## src/rtl/mem_access_pkg.sv

```systemverilog
// Shared definitions for the MEM stage: reset levels, bus widths, aluop codes
// and small decode helpers used by the load/store unit and its lane logic.
package mem_access_pkg;

    localparam logic RstEnable  = 1'b0;
    localparam logic RstDisable = 1'b1;

    localparam int RegBus     = 32;
    localparam int RegAddrBus = 5;
    localparam int AluOpBus   = 8;

    localparam logic [AluOpBus-1:0] EXE_NOP_OP  = 8'b0000_0000;
    localparam logic [AluOpBus-1:0] EXE_ADDU_OP = 8'b0010_0001;
    localparam logic [AluOpBus-1:0] EXE_LB_OP   = 8'b1110_0000;
    localparam logic [AluOpBus-1:0] EXE_LBU_OP  = 8'b1110_0100;
    localparam logic [AluOpBus-1:0] EXE_LH_OP   = 8'b1110_0001;
    localparam logic [AluOpBus-1:0] EXE_LHU_OP  = 8'b1110_0101;
    localparam logic [AluOpBus-1:0] EXE_LW_OP   = 8'b1110_0011;
    localparam logic [AluOpBus-1:0] EXE_SB_OP   = 8'b1110_1000;
    localparam logic [AluOpBus-1:0] EXE_SH_OP   = 8'b1110_1001;
    localparam logic [AluOpBus-1:0] EXE_SW_OP   = 8'b1110_1011;

    // Access width implied by an aluop; ACC_NONE marks a non-memory op.
    typedef enum logic [1:0] {
        ACC_NONE = 2'd0,
        ACC_BYTE = 2'd1,
        ACC_HALF = 2'd2,
        ACC_WORD = 2'd3
    } acc_size_e;

    function automatic acc_size_e op_size(input logic [AluOpBus-1:0] op);
        acc_size_e sz;
        case (op)
            EXE_LB_OP, EXE_LBU_OP, EXE_SB_OP: sz = ACC_BYTE;
            EXE_LH_OP, EXE_LHU_OP, EXE_SH_OP: sz = ACC_HALF;
            EXE_LW_OP, EXE_SW_OP:             sz = ACC_WORD;
            default:                          sz = ACC_NONE;
        endcase
        return sz;
    endfunction

    function automatic logic is_load_op(input logic [AluOpBus-1:0] op);
        logic ld;
        case (op)
            EXE_LB_OP, EXE_LBU_OP, EXE_LH_OP, EXE_LHU_OP, EXE_LW_OP: ld = 1'b1;
            default:                                                 ld = 1'b0;
        endcase
        return ld;
    endfunction

    function automatic logic is_signed_load(input logic [AluOpBus-1:0] op);
        logic sg;
        case (op)
            EXE_LB_OP, EXE_LH_OP: sg = 1'b1;
            default:              sg = 1'b0;
        endcase
        return sg;
    endfunction

endpackage

```

## src/rtl/mem_access_lane.sv

```systemverilog
// Big-endian lane steering for the MEM stage: byte enables, store-data
// replication, load extraction/extension and the misalignment check.
module mem_lane
    import mem_access_pkg::*;
(
    input  logic [AluOpBus-1:0] aluop_i,
    input  logic [1:0]          addr_lo_i,
    input  logic [RegBus-1:0]   reg2_i,
    input  logic [RegBus-1:0]   load_word_i,
    output logic                is_mem_o,
    output logic                is_load_o,
    output logic                misaligned_o,
    output logic [3:0]          be_o,
    output logic [RegBus-1:0]   wdata_o,
    output logic [RegBus-1:0]   load_data_o
);

    acc_size_e   size_s;
    logic        sign_s;
    logic [7:0]  byte_s;
    logic [15:0] half_s;

    // Decode the access width and steer lanes; offset 0 maps to bits 31:24.
    always_comb begin
        size_s       = op_size(aluop_i);
        sign_s       = is_signed_load(aluop_i);
        is_load_o    = is_load_op(aluop_i);
        is_mem_o     = (size_s != ACC_NONE);
        misaligned_o = 1'b0;
        be_o         = 4'b0000;
        wdata_o      = {RegBus{1'b0}};
        load_data_o  = {RegBus{1'b0}};
        byte_s       = 8'h00;
        half_s       = 16'h0000;
        case (size_s)
            ACC_BYTE: begin
                wdata_o = {4{reg2_i[7:0]}};
                case (addr_lo_i)
                    2'b00:   begin be_o = 4'b1000; byte_s = load_word_i[31:24]; end
                    2'b01:   begin be_o = 4'b0100; byte_s = load_word_i[23:16]; end
                    2'b10:   begin be_o = 4'b0010; byte_s = load_word_i[15:8];  end
                    2'b11:   begin be_o = 4'b0001; byte_s = load_word_i[7:0];   end
                    default: begin be_o = 4'b0000; byte_s = 8'h00;              end
                endcase
                load_data_o = {{24{sign_s & byte_s[7]}}, byte_s};
            end
            ACC_HALF: begin
                misaligned_o = addr_lo_i[0];
                wdata_o      = {2{reg2_i[15:0]}};
                if (addr_lo_i[1]) begin
                    be_o   = 4'b0011;
                    half_s = load_word_i[15:0];
                end else begin
                    be_o   = 4'b1100;
                    half_s = load_word_i[31:16];
                end
                load_data_o = {{16{sign_s & half_s[15]}}, half_s};
            end
            ACC_WORD: begin
                misaligned_o = |addr_lo_i;
                be_o         = 4'b1111;
                wdata_o      = reg2_i;
                load_data_o  = load_word_i;
            end
            default: begin
                misaligned_o = 1'b0;
            end
        endcase
    end

endmodule

```

## src/rtl/mem_access.sv

```systemverilog
// MEM-stage load/store unit: passes non-memory ops through combinationally,
// runs a request/acknowledge access with a bounded wait for loads/stores,
// and stalls the pipeline while the access is outstanding.
module mem_access
    import mem_access_pkg::*;
#(
    parameter int unsigned MAX_WAIT = 255
) (
    input  logic                  clk,
    input  logic                  rst,
    input  logic [RegAddrBus-1:0] wd_i,
    input  logic                  wreg_i,
    input  logic [RegBus-1:0]     wdata_i,
    input  logic [AluOpBus-1:0]   aluop_i,
    input  logic [RegBus-1:0]     mem_addr_i,
    input  logic [RegBus-1:0]     reg2_i,
    output logic [RegAddrBus-1:0] wd_o,
    output logic                  wreg_o,
    output logic [RegBus-1:0]     wdata_o,
    output logic                  stallreq_o,
    output logic                  addr_err_o,
    output logic                  bus_err_o,
    output logic                  dm_req_o,
    output logic                  dm_we_o,
    output logic [3:0]            dm_be_o,
    output logic [RegBus-1:0]     dm_addr_o,
    output logic [RegBus-1:0]     dm_wdata_o,
    input  logic                  dm_ack_i,
    input  logic [RegBus-1:0]     dm_rdata_i
);

    typedef enum logic [1:0] {
        S_IDLE = 2'd0,
        S_WAIT = 2'd1,
        S_DONE = 2'd2
    } state_e;

    localparam logic [7:0] MAX_WAIT_C = MAX_WAIT[7:0];

    state_e            state_q, state_d;
    logic [7:0]        cnt_q, cnt_d;
    logic [RegBus-1:0] load_q, load_d;
    logic              err_q, err_d;

    logic              is_mem_s;
    logic              is_load_s;
    logic              misaligned_s;
    logic              access_ok_s;
    logic [3:0]        be_s;
    logic [RegBus-1:0] lane_wdata_s;
    logic [RegBus-1:0] lane_load_s;
    logic [7:0]        cnt_inc_s;

    mem_lane u_lane (
        .aluop_i      (aluop_i),
        .addr_lo_i    (mem_addr_i[1:0]),
        .reg2_i       (reg2_i),
        .load_word_i  (load_q),
        .is_mem_o     (is_mem_s),
        .is_load_o    (is_load_s),
        .misaligned_o (misaligned_s),
        .be_o         (be_s),
        .wdata_o      (lane_wdata_s),
        .load_data_o  (lane_load_s)
    );

    // Next-state and output logic; reset level forces every output low.
    always_comb begin
        state_d     = state_q;
        cnt_d       = cnt_q;
        load_d      = load_q;
        err_d       = err_q;
        wd_o        = wd_i;
        wreg_o      = wreg_i;
        wdata_o     = wdata_i;
        stallreq_o  = 1'b0;
        addr_err_o  = 1'b0;
        bus_err_o   = 1'b0;
        dm_req_o    = 1'b0;
        dm_we_o     = 1'b0;
        dm_be_o     = 4'b0000;
        dm_addr_o   = {RegBus{1'b0}};
        dm_wdata_o  = {RegBus{1'b0}};
        access_ok_s = is_mem_s & ~misaligned_s;
        cnt_inc_s   = cnt_q + 8'd1;

        // Bus address/data/enables depend only on the held EX/MEM inputs,
        // so they stay stable for the whole access.
        if (access_ok_s) begin
            dm_we_o    = ~is_load_s;
            dm_be_o    = be_s;
            dm_addr_o  = {mem_addr_i[31:2], 2'b00};
            dm_wdata_o = lane_wdata_s;
        end else begin
            dm_we_o    = 1'b0;
            dm_be_o    = 4'b0000;
        end

        if (is_mem_s && misaligned_s) begin
            addr_err_o = 1'b1;
            wreg_o     = 1'b0;
        end else begin
            addr_err_o = 1'b0;
        end

        case (state_q)
            S_IDLE: begin
                if (access_ok_s) begin
                    dm_req_o   = 1'b1;
                    stallreq_o = 1'b1;
                    wreg_o     = 1'b0;
                    cnt_d      = 8'd0;
                    err_d      = 1'b0;
                    state_d    = S_WAIT;
                end else begin
                    state_d = S_IDLE;
                end
            end
            S_WAIT: begin
                dm_req_o   = 1'b1;
                stallreq_o = 1'b1;
                wreg_o     = 1'b0;
                cnt_d      = cnt_inc_s;
                if (dm_ack_i) begin
                    load_d  = dm_rdata_i;
                    state_d = S_DONE;
                end else if (cnt_inc_s == MAX_WAIT_C) begin
                    err_d   = 1'b1;
                    state_d = S_DONE;
                end else begin
                    state_d = S_WAIT;
                end
            end
            S_DONE: begin
                bus_err_o = err_q;
                err_d     = 1'b0;
                state_d   = S_IDLE;
                if (err_q) begin
                    wreg_o = 1'b0;
                end else if (is_load_s) begin
                    wdata_o = lane_load_s;
                end else begin
                    wdata_o = wdata_i;
                end
            end
            default: begin
                state_d = S_IDLE;
            end
        endcase

        if (rst == RstEnable) begin
            wd_o       = {RegAddrBus{1'b0}};
            wreg_o     = 1'b0;
            wdata_o    = {RegBus{1'b0}};
            stallreq_o = 1'b0;
            addr_err_o = 1'b0;
            bus_err_o  = 1'b0;
            dm_req_o   = 1'b0;
            dm_we_o    = 1'b0;
            dm_be_o    = 4'b0000;
            dm_addr_o  = {RegBus{1'b0}};
            dm_wdata_o = {RegBus{1'b0}};
        end else begin
            stallreq_o = stallreq_o;
        end
    end

    // State, wait counter, load register and error flag with synchronous reset.
    always_ff @(posedge clk) begin
        if (rst == RstEnable) begin
            state_q <= S_IDLE;
            cnt_q   <= 8'd0;
            load_q  <= {RegBus{1'b0}};
            err_q   <= 1'b0;
        end else begin
            state_q <= state_d;
            cnt_q   <= cnt_d;
            load_q  <= load_d;
            err_q   <= err_d;
        end
    end

endmodule
```

## config.mk

```make
export PLATFORM = sky130hd
export DESIGN_NAME = mem_access
export DESIGN_NICKNAME = d
export VERILOG_FILES = /design/src/rtl/mem_access_pkg.sv /design/src/rtl/mem_access_lane.sv /design/src/rtl/mem_access.sv
export SDC_FILE = /design/constraint.sdc
export NUM_CORES = 1
export LEC_CHECK = 0
export BUFFER_PORTS_ARGS = -buffer_cell sky130_fd_sc_hd__buf_2
export CAP_MARGIN = 20
export CORE_MARGIN = 2
export CORE_UTILIZATION = 39
export CTS_BUF_LIST = sky130_fd_sc_hd__clkbuf_8
export DETAILED_ROUTE_END_ITERATION = 8
export PLACE_DENSITY = 0.79
export SYNTH_ARGS = -nofsm -noshare
export SYNTH_HDL_FRONTEND = slang
export SYNTH_SLANG_ARGS = --single-unit
```

## constraint.sdc

```tcl
create_clock -name clk -period 2.05 [get_ports clk]
set_clock_uncertainty 0.15 [all_clocks]
set_input_delay 0.205 -clock clk [delete_from_list [all_inputs] [get_ports clk]]
set_output_delay 0.205 -clock clk [all_outputs]
set_load 0.01 [all_outputs]
```

==> run summary <==
- complete, but fails checks — run status
- negative setup slack — violated checks
- 0.407 GHz — Fmax achieved
- 0 — total DRC errors in the routed layout
- 5555 — total via count in the routed design
- 25400 um — first-pass GRT wire length
- 253 — port buffer count
- 102 um — Die Height
- 43 — number of synthesized register bits
- done — clock tree from TritonCTS
- 5 — clock buffer count from CTS
- 355 nW/um^2 — power per standard cell area
- 1 — initial antenna violation count
- 64.6% — Area growth, synth to finish
- 3720 um^2 — Mapped Area
- 0.00391 ns — worst slack on hold paths
- 17600 um — total detailed-routing wirelength
- 544 — number of instances in the synthesized netlist
- 0 — Post-synth EDFFs
- sky130_fd_sc_hd__dfxtp_1 — commonest register cell after synthesis
- 0 — maxcap violations
- or3b_4, a2111oi_4, buf_6, clkbuf_16, o21ai_0, a21oi_1, buf_2 — worst path cell trace
- 10300 um^2 — area of the die
- sky130_fd_sc_hd__or3b_4 — highest-delay cell along the critical path
- 417 — Detailed Route Iter0 Violations
- 31.4% — Total Routing Usage GR
- 35 — site row count
- 256 — Boundary Pins
- -0.404 ns — crit path setup slack, layout
- 0 — number of failing hold endpoints at the final stage
- 0.40 ns — largest stage delay on the critical path
- 2.88 nW — standby leakage power
- 66.3% — core occupancy in the finished layout
- 6.22% — mux contribution to synthesized area
- 45.0% — share of layout cells above drive strength 1
- 1.69 ns — Critical Path RT
- 0.09 ns — clock slew at reported path FFs
- 5016 — number of global-route vias before repair
- 66 — Final Setup Violations
- 6.84 um^2 — per-instance average area after synthesis
- in2reg — worst hold path type
- 59 — maximum number of pins on one net before global-route repair
- 3 — buffers plus inverters on the worst setup path
- 0.30 ns — clock latency on the worst-skew pair
- 54 — number of library cell types mapped by synthesis
- 0.471% — xor-xnor portion of the synthesized cell area
- 12800 um — Post-DP HPWL
- 43 — CTS sink cnt
- output port — Worst setup EP type
- 2 — maximum root-to-sink buffer count
- buffers and inverters — family of cells with the greatest summed delay on the critical path
- 120% — period utilization
- 40.3% — Initial Util
- 102 um — horizontal die dimension
- 7 — iteration count of the initial detailed-routing pass
- 0% — fraction of synthesis flops using an asynchronous set or reset pin
- 23.1% — proportion of synthesized chip area in sequential cells
- 2 — H-Tree Depth
- 2.45 ns — Final Critical Period
- compound AO/OA/AOI/OAI gates — dominant combinational cell family by area after synthesis
- 995 — fin nets
- 0 — number of warnings issued by yosys
- 0 — Post-DRT Antenna Nets
- 0.492 mV — Worst IR Drop VDD
- 0 — leftover overflow at the end of global routing
- 61.3% — relative max-transition margin
- 2.18 mW — total chip power
- 6 — crit-path max FO
- 0 — Slew Viols, Final
- yes — setup repair after global routing missed its margin
- flop — Worst Setup Start Kind
- sky130_fd_sc_hd__clkbuf_8 — clock root buffer
- 0.672% — adder-cell share of the synthesized area
- reg2out — type of the worst setup path
- 9240 um^2 — Core Area
- 18.0 um — average wire per cell in the routed design
- 0.579 ns — transition at the pin with the smallest max-transition slack
- 33.5% — fraction of the mapped netlist area in compound gates
- 0.997 — Final Wtd Congestion
- 5.67 — post-detailed-route via-to-cell ratio
- 2.10 ns — endpoint arrival time on the critical path
- 28.4% — simple-gate portion of the synthesized area
cell families after synthesis:
logic type	Yosys count
adder cells (fa/ha/maj)	2
flip-flops	43
XOR/XNOR	2
AND/OR/NAND/NOR	225
other	1
multiplexers	13
buffers and inverters	64
AO/OA/AOI/OAI	194
state kept, by name (all words and copies together), names as in the netlist:
register / cells
cnt_q: 8
err_q: 1
load_q: 32
state_q: 2
final timing paths:
check | startpoint | end | slack, ns | cells after the start
setup / recovery | err_q | wdata_o[23] | -0.40 | 7
hold / removal | dm_rdata_i[26] | load_q[26] | 0.004 | 3
setup reg to reg | cnt_q[0] | err_q | 0.16 | 5
hold reg to reg | load_q[6] | load_q[6] | 0.33 | 2
per-layer routing:
metal	vias up	GRT usage, %	wire (um)
met3	47	3.59	1280
met2	311	55.7	8950
met4	0	12.8	555
met5	-	0	0
met1	2626	38.5	6830
li1	2571	-	-
report_power, final:
part / internal (mW) / leakage [nW] / switching (mW)
Combinational: 0.266 / 2.47 / 0.274
Sequential: 0.837 / 0.347 / 0.00316
Clock: 0.486 / 0.0644 / 0.311
Total: 1.59 / 2.88 / 0.588
area by class of cell:
class                      instances  area [um^2]
clock inverter                     3         67.6
multi-input combinational        438         2700
clock buffer                       5         68.8
fill                             799         3110
tap                              129          161
inverter                           8         30.0
antenna                            1         2.50
sequential                        43          863
timing repair buffer             352         2230
stage by stage:
step                setup slack (ns)  std cells  setup TNS, ns  cell area [um^2]
floorplan                    0.00492        545              0              3740
global placement             -0.0913        931          -1.35              5460
detailed placement            -0.126        931          -3.18              5460
CTS                           -0.321        968          -9.24              5900
global route                  -0.488        979         -16.19              6130
finish                        -0.404        979         -11.16              6130
tightest hold or removal path: cells and delay by family:
family / cells / cell delay (ns)
AND/OR/NAND/NOR: 1 / 0.05
AO/OA/AOI/OAI: 1 / 0.06
buffers and inverters: 1 / 0.09
cells in the mapped netlist, types with 3 or more instances:
| library cell | instances | area [um^2] |
|---|---|---|
| sky130_fd_sc_hd__a21oi_1 | 93 | 465 |
| sky130_fd_sc_hd__a22o_1 | 8 | 70.1 |
| sky130_fd_sc_hd__a22oi_1 | 15 | 113 |
| sky130_fd_sc_hd__a32o_1 | 15 | 150 |
| sky130_fd_sc_hd__and2_1 | 6 | 37.5 |
| sky130_fd_sc_hd__and3_1 | 39 | 244 |
| sky130_fd_sc_hd__buf_2 | 9 | 45.0 |
| sky130_fd_sc_hd__buf_4 | 3 | 22.5 |
| sky130_fd_sc_hd__clkbuf_1 | 41 | 154 |
| sky130_fd_sc_hd__dfxtp_1 | 43 | 861 |
| sky130_fd_sc_hd__inv_1 | 7 | 26.3 |
| sky130_fd_sc_hd__mux2i_1 | 4 | 40.0 |
| sky130_fd_sc_hd__mux4_2 | 8 | 180 |
| sky130_fd_sc_hd__nand2_1 | 128 | 480 |
| sky130_fd_sc_hd__nand2b_1 | 6 | 37.5 |
| sky130_fd_sc_hd__nand3_1 | 5 | 25.0 |
| sky130_fd_sc_hd__nor2_1 | 16 | 60.1 |
| sky130_fd_sc_hd__nor3_1 | 9 | 45.0 |
| sky130_fd_sc_hd__o21a_1 | 3 | 22.5 |
| sky130_fd_sc_hd__o21ai_0 | 37 | 185 |
| sky130_fd_sc_hd__o32ai_1 | 3 | 26.3 |
cells in the final DEF, fill, tap and decap left out, types with 13 or more instances in the layout:
cell type | netlist | routed
sky130_fd_sc_hd__a21oi_1 | 93 | 79
sky130_fd_sc_hd__a21oi_2 | 0 | 13
sky130_fd_sc_hd__a22oi_1 | 15 | 15
sky130_fd_sc_hd__a32o_1 | 15 | 15
sky130_fd_sc_hd__and3_1 | 39 | 39
sky130_fd_sc_hd__buf_2 | 9 | 250
sky130_fd_sc_hd__buf_4 | 3 | 60
sky130_fd_sc_hd__dfxtp_1 | 43 | 41
sky130_fd_sc_hd__dlygate4sd3_1 | 0 | 23
sky130_fd_sc_hd__nand2_1 | 128 | 128
sky130_fd_sc_hd__nor2_1 | 16 | 15
sky130_fd_sc_hd__o21ai_0 | 37 | 24
what timing repair did:
action,in CTS,in global routing
setup buffers,6,9
endpoints found under the hold margin,22,1
pin swaps,4,0
resized for setup,7,47
gates cloned,1,1
endpoints found under the setup margin,66,87
hold buffers,22,1
Note: power is estimated with default switching activity, not from simulation.
